`src/rtl/branch_resolve_unit_if.sv`:
```
// Branch request / PC redirect bundle for branch_resolve_unit.
// master drives branch ops and pc_ready; slave is the resolve unit.
interface branch_resolve_unit_if #(
  parameter int ADDR_W   = 32,
  parameter int OFFSET_W = 16,
  parameter int COND_W   = 4
);
  logic                br_valid;
  logic                br_ready;
  logic [COND_W-1:0]   br_cond;
  logic [ADDR_W-1:0]   br_pc;
  logic [OFFSET_W-1:0] br_offset;
  logic                redirect_valid;
  logic [ADDR_W-1:0]   redirect_pc;
  logic                pc_ready;

  modport master (
    output br_valid, br_cond, br_pc, br_offset, pc_ready,
    input  br_ready, redirect_valid, redirect_pc
  );

  modport slave (
    input  br_valid, br_cond, br_pc, br_offset, pc_ready,
    output br_ready, redirect_valid, redirect_pc
  );
endinterface

```
`src/rtl/branch_resolve_unit.sv`:
```
// Branch resolve: flag register, condition eval, redirect handshake, flush.
// Optional BRANCH_STATS_EN adds stat_resolved / stat_taken counters.
module branch_resolve_unit #(
  parameter int ADDR_W       = 32,
  parameter int OFFSET_W     = 16,
  parameter int COND_W       = 4,
  parameter int FLUSH_CYCLES = 2,
  parameter int FLAG_BYPASS  = 1
) (
  input  logic       clk,
  input  logic       rst_n,
  input  logic       flag_we,
  input  logic [3:0] flags_in,
  branch_resolve_unit_if.slave bus,
  output logic       flush_o,
  output logic [3:0] flags_q,
  output logic       illegal_cond
`ifdef BRANCH_STATS_EN
  ,
  output logic [31:0] stat_resolved,
  output logic [31:0] stat_taken
`endif
);

  typedef enum logic [1:0] {
    IDLE  = 2'd0,
    HOLD  = 2'd1,
    FLUSH = 2'd2
  } state_e;

  state_e            state_q;
  logic [3:0]        cnt_q;
  logic              rv_q;
  logic [ADDR_W-1:0] rpc_q;
  logic              flush_q;
  logic              ill_q;

  logic [3:0]        f_eff;
  logic              f_v, f_s, f_z, f_c;
  logic              taken;
  logic              illegal;
  logic              accept;
  logic [ADDR_W-1:0] target;

  assign bus.br_ready       = (state_q == IDLE);
  assign bus.redirect_valid = rv_q;
  assign bus.redirect_pc    = rpc_q;
  assign flush_o            = flush_q;
  assign illegal_cond       = ill_q;

  assign accept = bus.br_valid && bus.br_ready;

  // bypass lets a flag-setting op and a dependent branch share a cycle
  assign f_eff = (FLAG_BYPASS != 0 && flag_we) ? flags_in : flags_q;
  assign {f_v, f_s, f_z, f_c} = f_eff;

  assign target = bus.br_pc
                + (ADDR_W'($signed(bus.br_offset)) << 2);

  always_comb begin
    taken   = 1'b0;
    illegal = 1'b0;
    if (bus.br_cond >= COND_W'(12)) begin
      illegal = 1'b1;
    end else begin
      case (bus.br_cond[3:0])
        4'd1:    taken = f_s;
        4'd2:    taken = f_z;
        4'd3:    taken = !f_z;
        4'd4:    taken = f_c;
        4'd5:    taken = !f_c;
        4'd6:    taken = !f_s;
        4'd7:    taken = !f_s && !f_z;
        4'd8:    taken = f_s || f_z;
        4'd9:    taken = f_v;
        4'd10:   taken = !f_v;
        4'd11:   taken = 1'b1;
        default: taken = 1'b0;
      endcase
    end
  end

  always_ff @(posedge clk or negedge rst_n) begin
    if (!rst_n) begin
      state_q <= IDLE;
      cnt_q   <= 4'd0;
      rv_q    <= 1'b0;
      rpc_q   <= '0;
      flush_q <= 1'b0;
      ill_q   <= 1'b0;
      flags_q <= 4'd0;
    end else begin
      if (flag_we) flags_q <= flags_in;
      ill_q <= accept && illegal;
      case (state_q)
        IDLE: begin
          if (accept && taken) begin
            rv_q    <= 1'b1;
            rpc_q   <= target;
            state_q <= HOLD;
          end
        end
        HOLD: begin
          if (bus.pc_ready) begin
            rv_q    <= 1'b0;
            flush_q <= 1'b1;
            cnt_q   <= 4'(FLUSH_CYCLES - 1);
            state_q <= FLUSH;
          end
        end
        FLUSH: begin
          if (cnt_q == 4'd0) begin
            flush_q <= 1'b0;
            state_q <= IDLE;
          end else begin
            cnt_q <= cnt_q - 4'd1;
          end
        end
        default: state_q <= IDLE;
      endcase
    end
  end

`ifdef BRANCH_STATS_EN
  logic [31:0] res_q;
  logic [31:0] tkn_q;

  assign stat_resolved = res_q;
  assign stat_taken    = tkn_q;

  always_ff @(posedge clk or negedge rst_n) begin
    if (!rst_n) begin
      res_q <= '0;
      tkn_q <= '0;
    end else begin
      if (accept && bus.br_cond != '0 && res_q != '1)
        res_q <= res_q + 32'd1;
      if (state_q == HOLD && bus.pc_ready && tkn_q != '1)
        tkn_q <= tkn_q + 32'd1;
    end
  end
`endif

endmodule
```
`src/flat_wrapper.sv`:
```
// flat-port wrapper written by rule: the top's interface ports become plain ports
module branch_resolve_unit_flat 
#(
  parameter int ADDR_W       = 32,
  parameter int OFFSET_W     = 16,
  parameter int COND_W       = 4,
  parameter int FLUSH_CYCLES = 2,
  parameter int FLAG_BYPASS  = 1
)
  (clk, rst_n, flag_we, flags_in, flush_o, flags_q, illegal_cond, bus_br_valid, bus_br_cond, bus_br_pc, bus_br_offset, bus_pc_ready, bus_br_ready, bus_redirect_valid, bus_redirect_pc);
  branch_resolve_unit_if #(.ADDR_W(ADDR_W), .OFFSET_W(OFFSET_W), .COND_W(COND_W)) bus_i ();
  input  logic clk;
  input  logic rst_n;
  input  logic flag_we;
  input  logic [3:0] flags_in;
  output logic flush_o;
  output logic [3:0] flags_q;
  output logic illegal_cond;
  input wire logic [$bits(bus_i.br_valid)-1:0] bus_br_valid;
  input wire logic [$bits(bus_i.br_cond)-1:0] bus_br_cond;
  input wire logic [$bits(bus_i.br_pc)-1:0] bus_br_pc;
  input wire logic [$bits(bus_i.br_offset)-1:0] bus_br_offset;
  input wire logic [$bits(bus_i.pc_ready)-1:0] bus_pc_ready;
  output wire logic [$bits(bus_i.br_ready)-1:0] bus_br_ready;
  output wire logic [$bits(bus_i.redirect_valid)-1:0] bus_redirect_valid;
  output wire logic [$bits(bus_i.redirect_pc)-1:0] bus_redirect_pc;
  assign bus_i.br_valid = bus_br_valid;
  assign bus_i.br_cond = bus_br_cond;
  assign bus_i.br_pc = bus_br_pc;
  assign bus_i.br_offset = bus_br_offset;
  assign bus_i.pc_ready = bus_pc_ready;
  assign bus_br_ready = bus_i.br_ready;
  assign bus_redirect_valid = bus_i.redirect_valid;
  assign bus_redirect_pc = bus_i.redirect_pc;
  branch_resolve_unit #(.ADDR_W(ADDR_W), .OFFSET_W(OFFSET_W), .COND_W(COND_W), .FLUSH_CYCLES(FLUSH_CYCLES), .FLAG_BYPASS(FLAG_BYPASS)) u_core (.clk(clk), .rst_n(rst_n), .flag_we(flag_we), .flags_in(flags_in), .bus(bus_i), .flush_o(flush_o), .flags_q(flags_q), .illegal_cond(illegal_cond));
endmodule
```
`config.mk`:
```
export PLATFORM = sky130hd
export DESIGN_NAME = branch_resolve_unit_flat
export DESIGN_NICKNAME = d
export VERILOG_FILES = /design/src/rtl/branch_resolve_unit_if.sv /design/src/rtl/branch_resolve_unit.sv /design/src/flat_wrapper.sv
export SDC_FILE = /design/constraint.sdc
export NUM_CORES = 1
export LEC_CHECK = 0
export BUFFER_PORTS_ARGS = -buffer_cell sky130_fd_sc_hd__buf_4
export CAP_MARGIN = 5
export CELL_PAD_IN_SITES_DETAIL_PLACEMENT = 2
export CELL_PAD_IN_SITES_GLOBAL_PLACEMENT = 2
export CORE_UTILIZATION = 33
export CTS_CLUSTER_SIZE = 30
export DETAILED_ROUTE_END_ITERATION = 8
export PLACE_DENSITY_LB_ADDON = 0.1
export SLEW_MARGIN = 40
export SYNTH_ARGS = -nofsm -noshare
export SYNTH_HDL_FRONTEND = slang
export SYNTH_SLANG_ARGS = --single-unit
```
`constraint.sdc`:
```
create_clock -name clk -period 6.33 [get_ports clk]
set_input_delay 0.3165 -clock clk [delete_from_list [all_inputs] [get_ports clk]]
set_output_delay 0.3165 -clock clk [all_outputs]
set_load 0.02 [all_outputs]
```
# Word-level counts from Yosys, hierarchy flattened
# Index checks and enable logic that the tools add are counted.
[totals]
elab_cells = 62
ff_bits = 45
input_bits = 61
[classes]
n_lt_le_gt_ge = 1
reduce_logical = 18
mux = 17
add_sub_neg = 2
eq_ne = 17
[ops]
columns = ["operator", "n"]
rows = [
  ["$add A32 B32 Y32", 1],
  ["$eq A4 B3 Y1 const B", 4],
  ["$eq A4 B4 Y1 const B", 4],
  ["$mux W4", 3],
  ["$reduce_and A3 Y1", 4],
  ["$pmux W1 S11", 1],
  ["$eq A4 B2 Y1 const B", 2],
  ["$pmux W4 S2", 1],
  ["$mux W1", 6],
  ["$mux W2", 3],
  ["$ne A2 B2 Y1 const B", 3],
  ["$pmux W2 S3", 1],
  ["$eq A4 B1 Y1 const B", 1],
  ["$ge A4 B4 Y1 const B", 1],
  ["$logic_and A1 B1 Y1", 4],
  ["$logic_not A1 Y1", 4],
  ["$logic_not A4 Y1", 1],
  ["$pmux W1 S2", 2],
  ["$reduce_bool A2 Y1", 2],
  ["$sub A4 B1 Y4 const B", 1],
  ["$eq A2 B1 Y1 const B", 1],
  ["$eq A2 B2 Y1 const B", 1],
  ["$logic_not A2 Y1", 1],
  ["$ne A2 B1 Y1 const B", 1],
  ["other kinds (2)", 2],
]

# Logic depth before layout (Yosys ltp)
[logic_depth]
ltp_word = 8
depth_mapped = 11
depth_no_buf = 10

# Least setup slack after synthesis
# OpenSTA, ideal clock, no wires.
[synth_path]
path_type = "in2reg"
startpoint = "in bus_br_offset[0]"
endpoint = "reg u_core.rpc_q[26] (netlist: u_core.bus.redirect_pc[26])"
setup_slack_ns = 3.651
arrival_time_ns = 2.554
stages = 10
required_time_ns = 6.205
path_cell_list = "ha_1 -> fa_1 -> a211oi_2 -> o21ai_1 -> a2111oi_4 -> nor2_2 -> a21oi_1 -> o31ai_1 -> xnor2_1 -> mux2_2"
[synth_via]
elab_chain_cells = 1
[synth_lines]
columns = ["item", "line", "text"]
rows = [
  ["from (decl)", "flat_wrapper.sv:22", "input wire logic [$bits(bus_i.br_offset)-1:0] bus_br_offset;"],
  ["$add A32 B32 Y32", "branch_resolve_unit.sv:58", "+ (ADDR_W'($signed(bus.br_offset)) << 2);"],
  ["to (signal assigned)", "branch_resolve_unit.sv:99", "rpc_q <= target;"],
  ["to (decl)", "branch_resolve_unit.sv:34", "logic [ADDR_W-1:0] rpc_q;"],
]
# Every way passes these cells.
# A chain may end at the register's enable or synchronous reset.

# Final worst setup path
# Same ends and word-level chain as after synthesis.

==> results.ini <==
[status]
status=completed

[route]
vias=3198
ant_nets=0
drt_pass1_iterations=4
drt_iter0_markers=73
wl_per_cell_um=17.32
routed_wl_um=10510
avgViaCountPerCell=5.269
drc=0

[synthesis]
ys_seq_elements=45
syn_nets=474
synthAdderAreaFrac_pct=13.28
yosysWarnings=0
ys_seq_area_share_pct=32.64
synthMuxAreaShare_pct=7.218
yosysMostFrequentCell=dfrtp_1
synth_xor_area_share_pct=6.601
synth_top_area_share_pct=32.64
ys_types=62
synth_compound_area_share_pct=21.18
postSynthAreaPerCell_um2=9.150
synth.cell_area_um2=3450
synth_top_family_by_area=compound AO/OA/AOI/OAI gates
synth_cells=377
synthTopCellsByArea=dfrtp_1 33%, ha_1 13%, xnor2_1 4.8%
synthSimpleGateAreaFrac_pct=15.71
synth_top_cells_by_count=45 x dfrtp_1, 38 x nand2_1, 35 x ha_1
ys_async_sr_fraction_pct=100.0
ys.flop_type=dfrtp_1
synth_area_leader_cell=dfrtp_1
synth_edf_count=0

[sta]
slew_violations=0
period_needed_ps=2841
worst_slack_ps=3489
fin_hold_ws_ps=25.86
fmax_ghz=0.3520
relSlewSlack_pct=57.60
setup_violations=0
worst_pin_slew_ps=636.0
finalHoldViolCount=0
final.setup.tns_ps=0
skew_ps=15.14
rsz0062_at_grt=false
final.period_utilization_pct=44.88

[cells_and_area]
postLayoutCoreUtil_pct=44.32
nets=570
drive_above_1_share_pct=29.11
layout.cells.non_filler=607
diodes=0
area_growth_pct=27.89
fin_area_um2=4412

[cts]
post_cts_buffers=0
clock_latency_ps=310
cts_buffers=5
clockBufferDepth=2
clk_pin_slew_ps=100
cts_resized=0
cts_root_buffer=clkbuf_8
cts_tree=built
cts_max_level=2
postCtsHoldBufs=0
cts_sinks=45

[critical_path]
critPathLaunchType=input port
worstPathRequired_ps=6520
end_kind=register
crit_arrival_ps=3030
path_max_fanout=4
crit_type=input port to register

[floorplanning]
die_area_um2=10870
floorplan.initialDensity_pct=34.65
rows=36
fp.coreArea_um2=9955
die_x_um=104.2
io_pins=101
die_h_um=104.2

[worst_hold_path]
min_path_type=input port to async pin

[pwr]
ir_worst_vdd_mv=0.1217
finalPower_mw=1.401
p_leak_nw=2.063
power.density_nw_per_um2=317.5

[placement]
io_buffers=100
dp.cells=599
post-place-ws_ps=3185
dp_hpwl_um=8494
gp_congestion=0.7522
dpl-instance-area_um2=4322

[global_route]
use_met3_pct=2.694
gr-total-overflow=0
top_usage_layer=met2
met1_usage_pct=25.75
grt_max_degree=46
use_met2_pct=36.81
first_global_vias=3577
grt.total_usage_pct=20.20
antenna_found_initial=0
grt_pass1_wl_um=17790

[run]
maxCapViolCount=0

==> layer usage <==
layer | vias up | wire length (µm) | share of wire, %
li1 | 1550 | - | -
met1 | 1584 | 4775 | 45
met2 | 62 | 5415 | 52
met3 | 2 | 279 | 2.7
met4 | 0 | 40 | 0.38
met5 | - | 0 | 0
==> critical path: stages <==
cell       delay (ps)
buf_4             110
ha_1              230
fa_1              450
a211oi_2          270
o21ai_1           200
a2111oi_4         460
nor2_2            140
a21oi_1           280
o31ai_1           160
xnor2_1           150
mux2_2            270
==> cells by family (layout without fill, tap and decap cells) <==
kind of cell | Yosys count | after routing
AOI/OAI and AO/OA | 110 | 110
xor gates and xnor gates | 26 | 26
adders and majority gates | 36 | 36
buffers and inverters | 26 | 123
DFF | 45 | 45
muxes | 22 | 22
and+or+nand+nor | 112 | 112
==> worst paths after layout <==
path                                            from                          to  slack (ps)  cells after the start
setup / recovery                    bus_br_offset[0]  u_core.bus.redirect_pc[26]        3490                     11
hold / removal                                 rst_n   u_core.bus.redirect_pc[2]          30                      1
setup reg to reg                   u_core.flags_q[2]  u_core.bus.redirect_pc[24]        3600                      9
hold reg to reg            u_core.bus.redirect_valid   u_core.bus.redirect_valid         490                      2
max in group asynchronous                      rst_n  u_core.bus.redirect_pc[27]        5880                      1
min in group clk                        bus_pc_ready           u_core.state_q[0]         210                      2
==> final cells by class <==
class / count / area, µm²
Clock buffer: 5 / 68.82
Clock inverter: 3 / 21.27
Fill cell: 1115 / 5543
Inverter: 13 / 48.80
Multi-Input combinational cell: 306 / 2215
Sequential cell: 45 / 1126
Tap cell: 133 / 166.4
Timing Repair Buffer: 102 / 765.7
==> where the power goes <==
part | internal, mW | leakage [nW] | total, mW | switching, mW
Clock | 0.0788 | 0.0445 | 0.195 | 0.116
Combinational | 0.317 | 1.47 | 0.715 | 0.398
Sequential | 0.410 | 0.548 | 0.492 | 0.0818
Total | 0.805 | 2.06 | 1.40 | 0.596
==> sequential cells by signal, indices dropped and copies added, names as in the netlist <==
name and cells:
u_core.flush_o 1, u_core.flags_q 4, u_core.illegal_cond 1, u_core.state_q 2
u_core.cnt_q 4, u_core.bus.redirect_pc 32, u_core.bus.redirect_valid 1
==> layout by cell type, fill, tap and decap left out, types with 7 or more instances in the layout <==
cell	netlist	routed
mux2_1	10	10
nor2_1	27	27
o21ai_1	20	20
dfrtp_1	45	45
buf_4	1	102
nand3_1	9	9
ha_1	35	35
xor2_1	7	7
mux2_2	9	9
inv_1	13	13
xnor2_1	19	19
o21ai_0	13	13
a21oi_1	30	30
nand2_1	38	38
No activity file was read; power rests on OpenSTA's default activity.
